**config.mk**
```make
export PLATFORM = sky130hd
export DESIGN_NAME = alu_seq
export DESIGN_NICKNAME = d
export VERILOG_FILES = /design/src/rtl/alu_pkg.sv /design/src/rtl/alu_mul_seq.sv /design/src/rtl/alu_uadd.sv /design/src/rtl/alu_seq.sv
export SDC_FILE = /design/constraint.sdc
export NUM_CORES = 1
export LEC_CHECK = 0
export BUFFER_PORTS_ARGS = -buffer_cell sky130_fd_sc_hd__buf_2
export CAP_MARGIN = 25
export CORE_MARGIN = 4
export CORE_UTILIZATION = 40
export DETAILED_ROUTE_END_ITERATION = 10
export SETUP_SLACK_MARGIN = 0.3
export SLEW_MARGIN = 5
export SYNTH_ARGS = -nofsm -noshare
export SYNTH_HDL_FRONTEND = slang
export SYNTH_SLANG_ARGS = --single-unit
```
**constraint.sdc**
```tcl
create_clock -name i_clk -period 2.35 [get_ports i_clk]
set_input_delay 0.47 -clock i_clk [delete_from_list [all_inputs] [get_ports i_clk]]
set_output_delay 0.47 -clock i_clk [all_outputs]
set_load 0.02 [all_outputs]
```
**src/rtl/alu_pkg.sv**
```systemverilog
// Shared function encodings and FSM state type for the sequential ALU.
// Imported by alu_seq.
package alu_pkg;

    localparam logic [2:0] ALU_ADD = 3'b000;
    localparam logic [2:0] ALU_SUB = 3'b001;
    localparam logic [2:0] ALU_AND = 3'b010;
    localparam logic [2:0] ALU_OR  = 3'b011;
    localparam logic [2:0] ALU_XOR = 3'b100;
    localparam logic [2:0] ALU_SHL = 3'b101;
    localparam logic [2:0] ALU_SHR = 3'b110;
    localparam logic [2:0] ALU_MUL = 3'b111;

    typedef enum logic {
        IDLE    = 1'b0,
        MUL_RUN = 1'b1
    } alu_state_t;

endpackage

```
**src/rtl/alu_mul_seq.sv**
```systemverilog
// Shift-add unsigned multiplier, one multiplier bit per cycle (present only with ALU_SEQ_MUL_EN).
// Latency: o_done asserted WIDTH-1 cycles after the i_start edge. Backpressure: caller must not restart while busy.
`ifdef ALU_SEQ_MUL_EN
module alu_mul_seq #(
    parameter  int WIDTH = 8,
    localparam int SHW   = $clog2(WIDTH)
) (
    input  logic             i_clk,
    input  logic             i_rst_n,
    input  logic             i_start,
    input  logic [WIDTH-1:0] i_a,
    input  logic [WIDTH-1:0] i_b,
    output logic             o_done,
    output logic [WIDTH-1:0] o_prod_hi,
    output logic [WIDTH-1:0] o_prod_lo
);

    logic             r_busy;
    logic [SHW-1:0]   r_cnt;
    logic [WIDTH-1:0] r_mcand;
    logic [WIDTH-1:0] r_hi;
    logic [WIDTH-1:0] r_lo;
    logic [WIDTH-1:0] w_hi_in;
    logic [WIDTH-1:0] w_lo_in;
    logic [WIDTH-1:0] w_mcand_in;
    logic [WIDTH:0]   w_sum;

    // The first iteration runs on the start edge itself, so WIDTH steps finish WIDTH-1 edges later.
    always_comb begin
        w_hi_in    = i_start ? '0  : r_hi;
        w_lo_in    = i_start ? i_b : r_lo;
        w_mcand_in = i_start ? i_a : r_mcand;
        w_sum      = {1'b0, w_hi_in} + (w_lo_in[0] ? {1'b0, w_mcand_in} : '0);
    end

    assign o_done    = r_busy && (r_cnt == SHW'(WIDTH - 1));
    assign o_prod_hi = r_hi;
    assign o_prod_lo = r_lo;

    always_ff @(posedge i_clk or negedge i_rst_n) begin
        if (!i_rst_n) begin
            r_busy  <= 1'b0;
            r_cnt   <= '0;
            r_mcand <= '0;
            r_hi    <= '0;
            r_lo    <= '0;
        end else if (i_start) begin
            r_busy  <= 1'b1;
            r_cnt   <= '0;
            r_mcand <= i_a;
            r_hi    <= w_sum[WIDTH:1];
            r_lo    <= {w_sum[0], w_lo_in[WIDTH-1:1]};
        end else if (r_busy) begin
            if (o_done) begin
                r_busy <= 1'b0;
            end else begin
                r_cnt <= r_cnt + 1'b1;
                r_hi  <= w_sum[WIDTH:1];
                r_lo  <= {w_sum[0], w_lo_in[WIDTH-1:1]};
            end
        end
    end

endmodule
`endif

```
**src/rtl/alu_uadd.sv**
```systemverilog
// Unsigned WIDTH-bit adder with carry-in/carry-out.
// Latency: combinational. Backpressure: none.
module alu_uadd #(
    parameter int WIDTH = 8
) (
    input  logic [WIDTH-1:0] i_a,
    input  logic [WIDTH-1:0] i_b,
    input  logic             i_cin,
    output logic [WIDTH-1:0] o_sum,
    output logic             o_cout
);

    logic [WIDTH:0] w_full;

    assign w_full = {1'b0, i_a} + {1'b0, i_b} + {{WIDTH{1'b0}}, i_cin};
    assign o_sum  = w_full[WIDTH-1:0];
    assign o_cout = w_full[WIDTH];

endmodule

```
**src/rtl/alu_seq.sv**
```systemverilog
// Registered ALU with start/ready/valid handshake; MUL enabled by ALU_SEQ_MUL_EN.
// Latency: 1 cycle for single-cycle ops, WIDTH cycles for MUL. Backpressure: o_ready low while MUL runs.
module alu_seq #(
    parameter  int WIDTH = 8,
    localparam int SHW   = $clog2(WIDTH)
) (
    input  logic             i_clk,
    input  logic             i_rst_n,
    input  logic             i_en,
    input  logic [2:0]       i_func,
    input  logic [WIDTH-1:0] i_s1,
    input  logic [WIDTH-1:0] i_s2,
    output logic             o_ready,
    output logic             o_valid,
    output logic [WIDTH-1:0] o_result,
    output logic [WIDTH-1:0] o_result_hi,
    output logic             o_zero,
    output logic             o_negative,
    output logic             o_carry,
    output logic             o_overflow,
    output logic             o_illegal
);
    import alu_pkg::*;

    alu_state_t       r_state;
    alu_state_t       w_state_nxt;
    logic             w_ready;
    logic             w_load_alu;
    logic             w_load_mul;
    logic             w_mul_done;
    logic [WIDTH-1:0] w_prod_hi;
    logic [WIDTH-1:0] w_prod_lo;

    logic             w_sub;
    logic [WIDTH-1:0] w_add_b;
    logic [WIDTH-1:0] w_sum;
    logic             w_cout;
    logic [SHW-1:0]   w_shamt;
    logic [WIDTH-1:0] w_shl_res;
    logic             w_shl_c;
    logic [WIDTH-1:0] w_shr_res;
    logic             w_shr_c;

    logic [WIDTH-1:0] w_res;
    logic             w_c;
    logic             w_v;
    logic             w_ill;

    logic             r_valid;
    logic [WIDTH-1:0] r_result;
    logic [WIDTH-1:0] r_result_hi;
    logic             r_zero;
    logic             r_negative;
    logic             r_carry;
    logic             r_overflow;
    logic             r_illegal;

    // SUB is s1 + ~s2 + 1; borrow is the inverted carry-out.
    assign w_sub   = (i_func == ALU_SUB);
    assign w_add_b = w_sub ? ~i_s2 : i_s2;
    assign w_shamt = i_s2[SHW-1:0];

    alu_uadd #(.WIDTH(WIDTH)) u_uadd (
        .i_a    (i_s1),
        .i_b    (w_add_b),
        .i_cin  (w_sub),
        .o_sum  (w_sum),
        .o_cout (w_cout)
    );

    // The extra bit catches the last bit shifted out; a zero shift leaves it 0.
    assign {w_shl_c, w_shl_res} = {1'b0, i_s1} << w_shamt;
    assign {w_shr_res, w_shr_c} = {i_s1, 1'b0} >> w_shamt;

`ifdef ALU_SEQ_MUL_EN
    logic w_mul_start;

    alu_mul_seq #(.WIDTH(WIDTH)) u_mul (
        .i_clk     (i_clk),
        .i_rst_n   (i_rst_n),
        .i_start   (w_mul_start),
        .i_a       (i_s1),
        .i_b       (i_s2),
        .o_done    (w_mul_done),
        .o_prod_hi (w_prod_hi),
        .o_prod_lo (w_prod_lo)
    );
`else
    assign w_mul_done = 1'b0;
    assign w_prod_hi  = '0;
    assign w_prod_lo  = '0;
`endif

    always_comb begin
        w_res = '0;
        w_c   = 1'b0;
        w_v   = 1'b0;
        w_ill = 1'b0;
        case (i_func)
            ALU_ADD, ALU_SUB: begin
                w_res = w_sum;
                w_c   = w_sub ? ~w_cout : w_cout;
                w_v   = (i_s1[WIDTH-1] == w_add_b[WIDTH-1]) && (w_sum[WIDTH-1] != i_s1[WIDTH-1]);
            end
            ALU_AND: w_res = i_s1 & i_s2;
            ALU_OR:  w_res = i_s1 | i_s2;
            ALU_XOR: w_res = i_s1 ^ i_s2;
            ALU_SHL: begin
                w_res = w_shl_res;
                w_c   = w_shl_c;
            end
            ALU_SHR: begin
                w_res = w_shr_res;
                w_c   = w_shr_c;
            end
            ALU_MUL: begin
`ifndef ALU_SEQ_MUL_EN
                w_ill = 1'b1;
`endif
            end
            default: w_res = '0;
        endcase
    end

    always_ff @(posedge i_clk or negedge i_rst_n) begin
        if (!i_rst_n) begin
            r_state <= IDLE;
        end else begin
            r_state <= w_state_nxt;
        end
    end

    always_comb begin
        w_state_nxt = r_state;
        w_ready     = 1'b0;
        w_load_alu  = 1'b0;
        w_load_mul  = 1'b0;
`ifdef ALU_SEQ_MUL_EN
        w_mul_start = 1'b0;
`endif
        case (r_state)
            IDLE: begin
                w_ready = 1'b1;
                if (i_en) begin
`ifdef ALU_SEQ_MUL_EN
                    if (i_func == ALU_MUL) begin
                        w_mul_start = 1'b1;
                        w_state_nxt = MUL_RUN;
                    end else begin
                        w_load_alu = 1'b1;
                    end
`else
                    w_load_alu = 1'b1;
`endif
                end
            end
            MUL_RUN: begin
                if (w_mul_done) begin
                    w_load_mul  = 1'b1;
                    w_state_nxt = IDLE;
                end
            end
            default: w_state_nxt = IDLE;
        endcase
    end

    always_ff @(posedge i_clk or negedge i_rst_n) begin
        if (!i_rst_n) begin
            r_valid     <= 1'b0;
            r_result    <= '0;
            r_result_hi <= '0;
            r_zero      <= 1'b0;
            r_negative  <= 1'b0;
            r_carry     <= 1'b0;
            r_overflow  <= 1'b0;
            r_illegal   <= 1'b0;
        end else begin
            r_valid <= w_load_alu | w_load_mul;
            if (w_load_alu) begin
                r_result    <= w_res;
                r_result_hi <= '0;
                r_zero      <= (w_res == '0) && !w_ill;
                r_negative  <= w_res[WIDTH-1];
                r_carry     <= w_c;
                r_overflow  <= w_v;
                r_illegal   <= w_ill;
            end else if (w_load_mul) begin
                r_result    <= w_prod_lo;
                r_result_hi <= w_prod_hi;
                r_zero      <= (w_prod_lo == '0);
                r_negative  <= w_prod_lo[WIDTH-1];
                r_carry     <= 1'b0;
                r_overflow  <= |w_prod_hi;
                r_illegal   <= 1'b0;
            end
        end
    end

    assign o_ready     = w_ready;
    assign o_valid     = r_valid;
    assign o_result    = r_result;
    assign o_result_hi = r_result_hi;
    assign o_zero      = r_zero;
    assign o_negative  = r_negative;
    assign o_carry     = r_carry;
    assign o_overflow  = r_overflow;
    assign o_illegal   = r_illegal;

endmodule

```
* Yosys cells after proc, flatten, opt, wreduce, memory -nomap -nowiden
Index checks and enable logic that the tools add are counted.
** Storage, ports and cells
- Register bits :: 23
- Input bits :: 22
- Output and inout port bits :: 23
- Word-level logic and storage cells :: 50
** Cells by class
- $add $sub $neg :: 2
- Equal/unequal tests :: 9
- Shift-type cells :: 2
- Mux-type cells :: 17
- Bitwise logic cells :: 5
- Reduce and logical (&&, ||, !) cells :: 6
** Operators by type and width (number)
- $pmux W8 S6 :: 1
- $mux W8 :: 3
- $eq A3 B3 Y1 const B :: 4
- $mux W1 :: 12
- $add A8 B8 Y9 :: 1
- $add A9 B1 Y9 :: 1
- $shl A8 B3 Y9 :: 1
- $shr A9 B3 Y9 :: 1
- $and A8 B8 Y8 :: 1
- $logic_not A8 Y1 :: 1
- $not A8 Y8 :: 1
- $or A8 B8 Y8 :: 1
- $xor A8 B8 Y8 :: 1
- $eq A3 B2 Y1 const B :: 2
- $eq A3 B1 Y1 const B :: 1
- $logic_not A3 Y1 :: 1
- $pmux W1 S3 :: 1
- $logic_and A1 B1 Y1 :: 2
- $reduce_or A2 Y1 :: 1
- $eq A1 B1 Y1 :: 1
- $logic_not A1 Y1 :: 1
- $ne A1 B1 Y1 :: 1
- $not A1 Y1 :: 1

* Depth between registers and ports, before layout
- Depth after elaboration :: 8
- Gate-level depth with buffers :: 13
- Gate-level depth less buffers :: 10

* Modules after synthesis
Synthesis repeated with hierarchy kept, for this count alone.
** Second synthesis, totals
- Cells, all modules :: 269
- Area total of the unflattened synthesis :: 2160.8 um^2
** Modules (own cells, without submodules)
- alu_seq :: instances 1, cells each 231, area each 1848.0 um^2, sequential area each 325.3 um^2
- alu_uadd :: instances 1, cells each 38, area each 312.8 um^2, sequential area each 0.0 um^2

* Worst setup path after synthesis
OpenSTA, ideal clock, no wires.
- Path type :: input to register
- Start point :: in i_func[0]
- End point :: reg r_zero (netlist: o_zero)
- Setup time :: 0.095 ns
- Data arrival time :: 3.247 ns
- Data required time :: 2.255 ns
- Setup slack :: -0.993 ns
- Cell stages on the path :: 13
- Buffers on the path :: 3
- Cells stage by stage :: buf_4 > buf_6 > nor3b_1 > buf_1 > xnor2_1 > fa_1 > inv_1 > o22ai_1 > and2_1 > or4_1 > nor4_1 > nand4_1 > o32ai_2
** Between the ends
- Cells in the longest elaborated chain, start to end :: 8
- Elaborated cells between the ends (all ways) :: 18
- Classes of those cells :: add/sub (2); eq/ne (7); mux (4); reduce/logical (5)
** RTL lines
- start: declaration :: line alu_seq.sv:10 : input logic [2:0] i_func,
- $eq A3 B1 Y1 :: line alu_seq.sv:59, alu_seq.sv:99
- $mux W8 :: line alu_seq.sv:60 : assign w_add_b = w_sub ? ~i_s2 : i_s2;
- $add A8 B8 Y9 :: line alu_uadd.sv:15 : assign w_full = {1'b0, i_a} + {1'b0, i_b} + {{WIDTH{1'b0}}, i_cin};
- $add A9 B1 Y9 :: line alu_uadd.sv:15
- $pmux W8 S6 :: line alu_seq.sv:99 : case (i_func)
- $logic_not A8 Y1 :: line alu_seq.sv:182 : r_zero <= (w_res == '0) && !w_ill;
- $logic_and A1 B1 Y1 * :: line alu_seq.sv:182
- $mux W1 * :: line alu_seq.sv:179 : if (w_load_alu) begin
- end signal: assignment :: line alu_seq.sv:182
- end signal: assignment :: line alu_seq.sv:190 : r_zero <= (w_prod_lo == '0);
- end: declaration :: line alu_seq.sv:52 : logic r_zero;
Mark *: on every way between the ends. The rest lies on a longest branch, timed or not. The select of a mux whose other input is x is not followed.
A chain may end at the register's enable or synchronous reset.

* Worst setup path after layout
- Start point :: in i_func[1]
- End point :: reg r_zero (netlist: o_zero)
The elaborated chain is that of the path after synthesis.

==> summary.txt <==
Synthesis
  – Yosys reg bits: 13
  – Synth Flop Type: dfrtp_1
  – Post-synth EDFFs: 0
  – Synthesized area: 2150 um2
  – Sequential area share after synthesis: 15.1%
  – Post-Syn Instances: 263
  – Yosys warns: 0
  – Ys async rst share: 100%
  – Yosys cell types: 64
  – Syn avg cell area: 8.17 um2

Route
  – WL/cell: 16.5 um
  – Vias post-DR: 2371
  – Pre-antenna DRT Iters: 4
  – Routed vias/inst: 5.40
  – ANT nets after route: 0
  – Remaining DRCs: 0
  – Detailed Route WL: 7250 um
  – Drt initial violations: 147

Finish
  – Layout cells sized above 1: 49.6%
  – Final core occ: 68.1%
  – Most frequent cells in the layout: buf_4 (62), buf_2 (32), inv_1 (21), buf_6 (21), ha_1 (20)
  – Antenna diodes: 0
  – Area occupied by registers: 325 um2
  – Finished Layout Cells: 439
  – Area of the multi-input gates: 2010 um2
  – Final net count: 418
  – Synth-to-layout area growth: 63.9%
  – Commonest non-fill, non-tap cell in the layout: buf_4
  – Filler cell count: 421

Setup path
  – R2r startpoint: o_result[1]
  – Critical Path RT: 2500 ps
  – Critical-path maximum fanout: 2
  – Critical Path Source: i_func[1]
  – Critical path data arrival time: 2940 ps
  – Critical Path Start Type: primary input
  – Worst setup EP type: flop
  – Setup CP Type: primary input to flop

Run status
  – Violated checks: setup timing
  – Status: finished, violations left

Place
  – Place WS: -775 ps
  – Placed cells: 413
  – Placer Congestion: 0.925
  – Detail Placement HPWL: 5250 um
  – I/O Buffers: 35

STA
  – Sum Neg Setup Slack: -2430 ps
  – Slew Viols, Final: 0
  – Final hold vios: 0
  – Final setup viols: 10
  – Worst Clk Skew: 0 ps
  – Clock period minus worst slack: 2790 ps
  – Fin crit share: 119%
  – Worst slew pin tran: 934 ps
  – FMAX: 359 MHz
  – Slack of the critical path: -435 ps
  – Slew Limit Headroom: 36.9%
  – RSZ-0062 raised after global routing: yes

Clock network
  – TritonCTS clock tree: done
  – Htree depth: 1
  – CTS Root Cell: clkbuf_8
  – Clock Latency Late Sink: 240 ps
  – CTS buffer count: 3
  – Num Clock Sinks: 13
  – CTS clk-pin slew, worst paths: 60 ps
  – Longest Clk Path Bufs: 2

Global route
  – Number of global-route vias before repair: 2294
  – Largest net degree at the start of global routing: 22
  – Antenna violations before repair: 0
  – GRT Total Usage: 22.3%
  – First-pass GRT wire length: 11500 um
  – Gr ovfl total: 0

Job
  – Max-cap violations: 0

Die
  – Die ar.: 6610 um2
  – Initial core utilization: 41.6%
  – Rows: 26
  – I/O pins: 45
  – Chip Width: 81.3 um
  – Die Y: 81.3 um
  – Placeable Area: 5170 um2

Pwr
  – Pwr Density: 387 nW/um2
  – Peak supply drop: 0.258 mV
  – Pwr Total: 1.36 mW
  – Lkg Pwr: 1.62 nW

Hold path
  – Worst min-delay path class: primary input to asynchronous set/reset pin
critical path, cell delays in order:
cell	delay, ps
buf_6	100
or4b_4	550
o21ai_2	90
fa_1	440
inv_1	70
o22ai_1	70
and2_1	150
or4_4	500
nor4_4	160
nand4_1	140
o32ai_2	210
registers in the layout, indices dropped and copies added, names as in the netlist:
register,flops
o_zero,1
o_valid,1
o_overflow,1
o_carry,1
o_illegal,1
o_result,8
Yosys cell counts (all sizes together) (2+ instances only):
library cell	instances	share of area (%)
o2111ai	3	1.5
a22oi	9	3.1
dfrtp	13	15
and2	2	0.58
o22ai	9	2.6
inv	23	4.0
nand2b	6	1.7
nand2	12	2.1
nand4bb	2	1.0
nor3	3	0.70
ha	25	15
o32a	2	0.93
o32ai	3	1.6
a31o	2	0.82
a21oi	15	3.5
or3	3	0.87
conb	2	0.35
nor4	2	0.58
nand3	10	2.3
xor2	4	1.6
nor4b	2	1.1
mux2i	11	5.1
a31oi	2	0.58
a221oi	2	0.82
buf	21	7.0
clkbuf	4	0.70
o21ai	6	1.6
nor2	20	3.6
xnor2	10	4.1
a211oi	4	1.6
mux2	5	2.8
nor2b	7	2.2
logic make-up (layout without fill, tap and decap cells):
family,Yosys count,after routing,share of synthesized area (%)
mux,16,16,7.92
fa+ha+maj,26,26,15.5
buf+inv,48,147,11.7
compound gates,68,68,24.2
xor+xnor,14,14,5.70
other cells,2,9,0.349
simple gates,76,76,19.5
flops,13,13,15.1
power breakdown:
part | leakage (nW) | internal (mW) | switching [mW] | total (mW)
Clock | 0.0228 | 0.120 | 0.0831 | 0.203
Combinational | 1.44 | 0.448 | 0.442 | 0.890
Sequential | 0.163 | 0.254 | 0.0152 | 0.269
Total | 1.62 | 0.822 | 0.540 | 1.36
stage by stage:
stage               cell area (um2)  hold WS (ps)
floorplan                      2300           174
global placement               2870           368
detailed placement             2870           371
CTS                            3160           107
global route                   3520           114
finish                         3520          99.7
layout make-up:
type / instances / share of cell area, %
Multi-Input combinational cell: 209 / 57.1
Clock buffer: 4 / 1.28
Tap cell: 70 / 2.49
Sequential cell: 13 / 9.23
Timing Repair Buffer: 120 / 27.5
Inverter: 23 / 2.45
worst paths after layout:
check                               to  slack [ps]  depth (start not counted)
hold / removal               o_illegal         100                          1
hold reg to reg              o_illegal         480                          1
setup reg to reg           o_result[1]        1520                          2
min in group i_clk           o_illegal         480                          1
setup / recovery                o_zero        -440                         11
max in group asynchronous  o_result[0]        2030                          1
timing repair:
| item | 4_1_cts | 5_1_grt |
|---|---|---|
| hold buffers | 0 | 0 |
| cloned | 0 | 1 |
| resized for setup | 38 | 39 |
| pin swaps | 20 | 22 |
| setup endpoints to repair | 11 | 11 |
| buffers inserted | 9 | 12 |
routing by layer:
metal	GRT usage [%]	vias to the layer above	wire (um)
met5	0	-	0
met1	30.5	1124	3200
met2	38.0	87	3550
li1	-	1150	-
met4	4.56	0	114
met3	2.00	10	386
(Power assumes the default switching activity.)
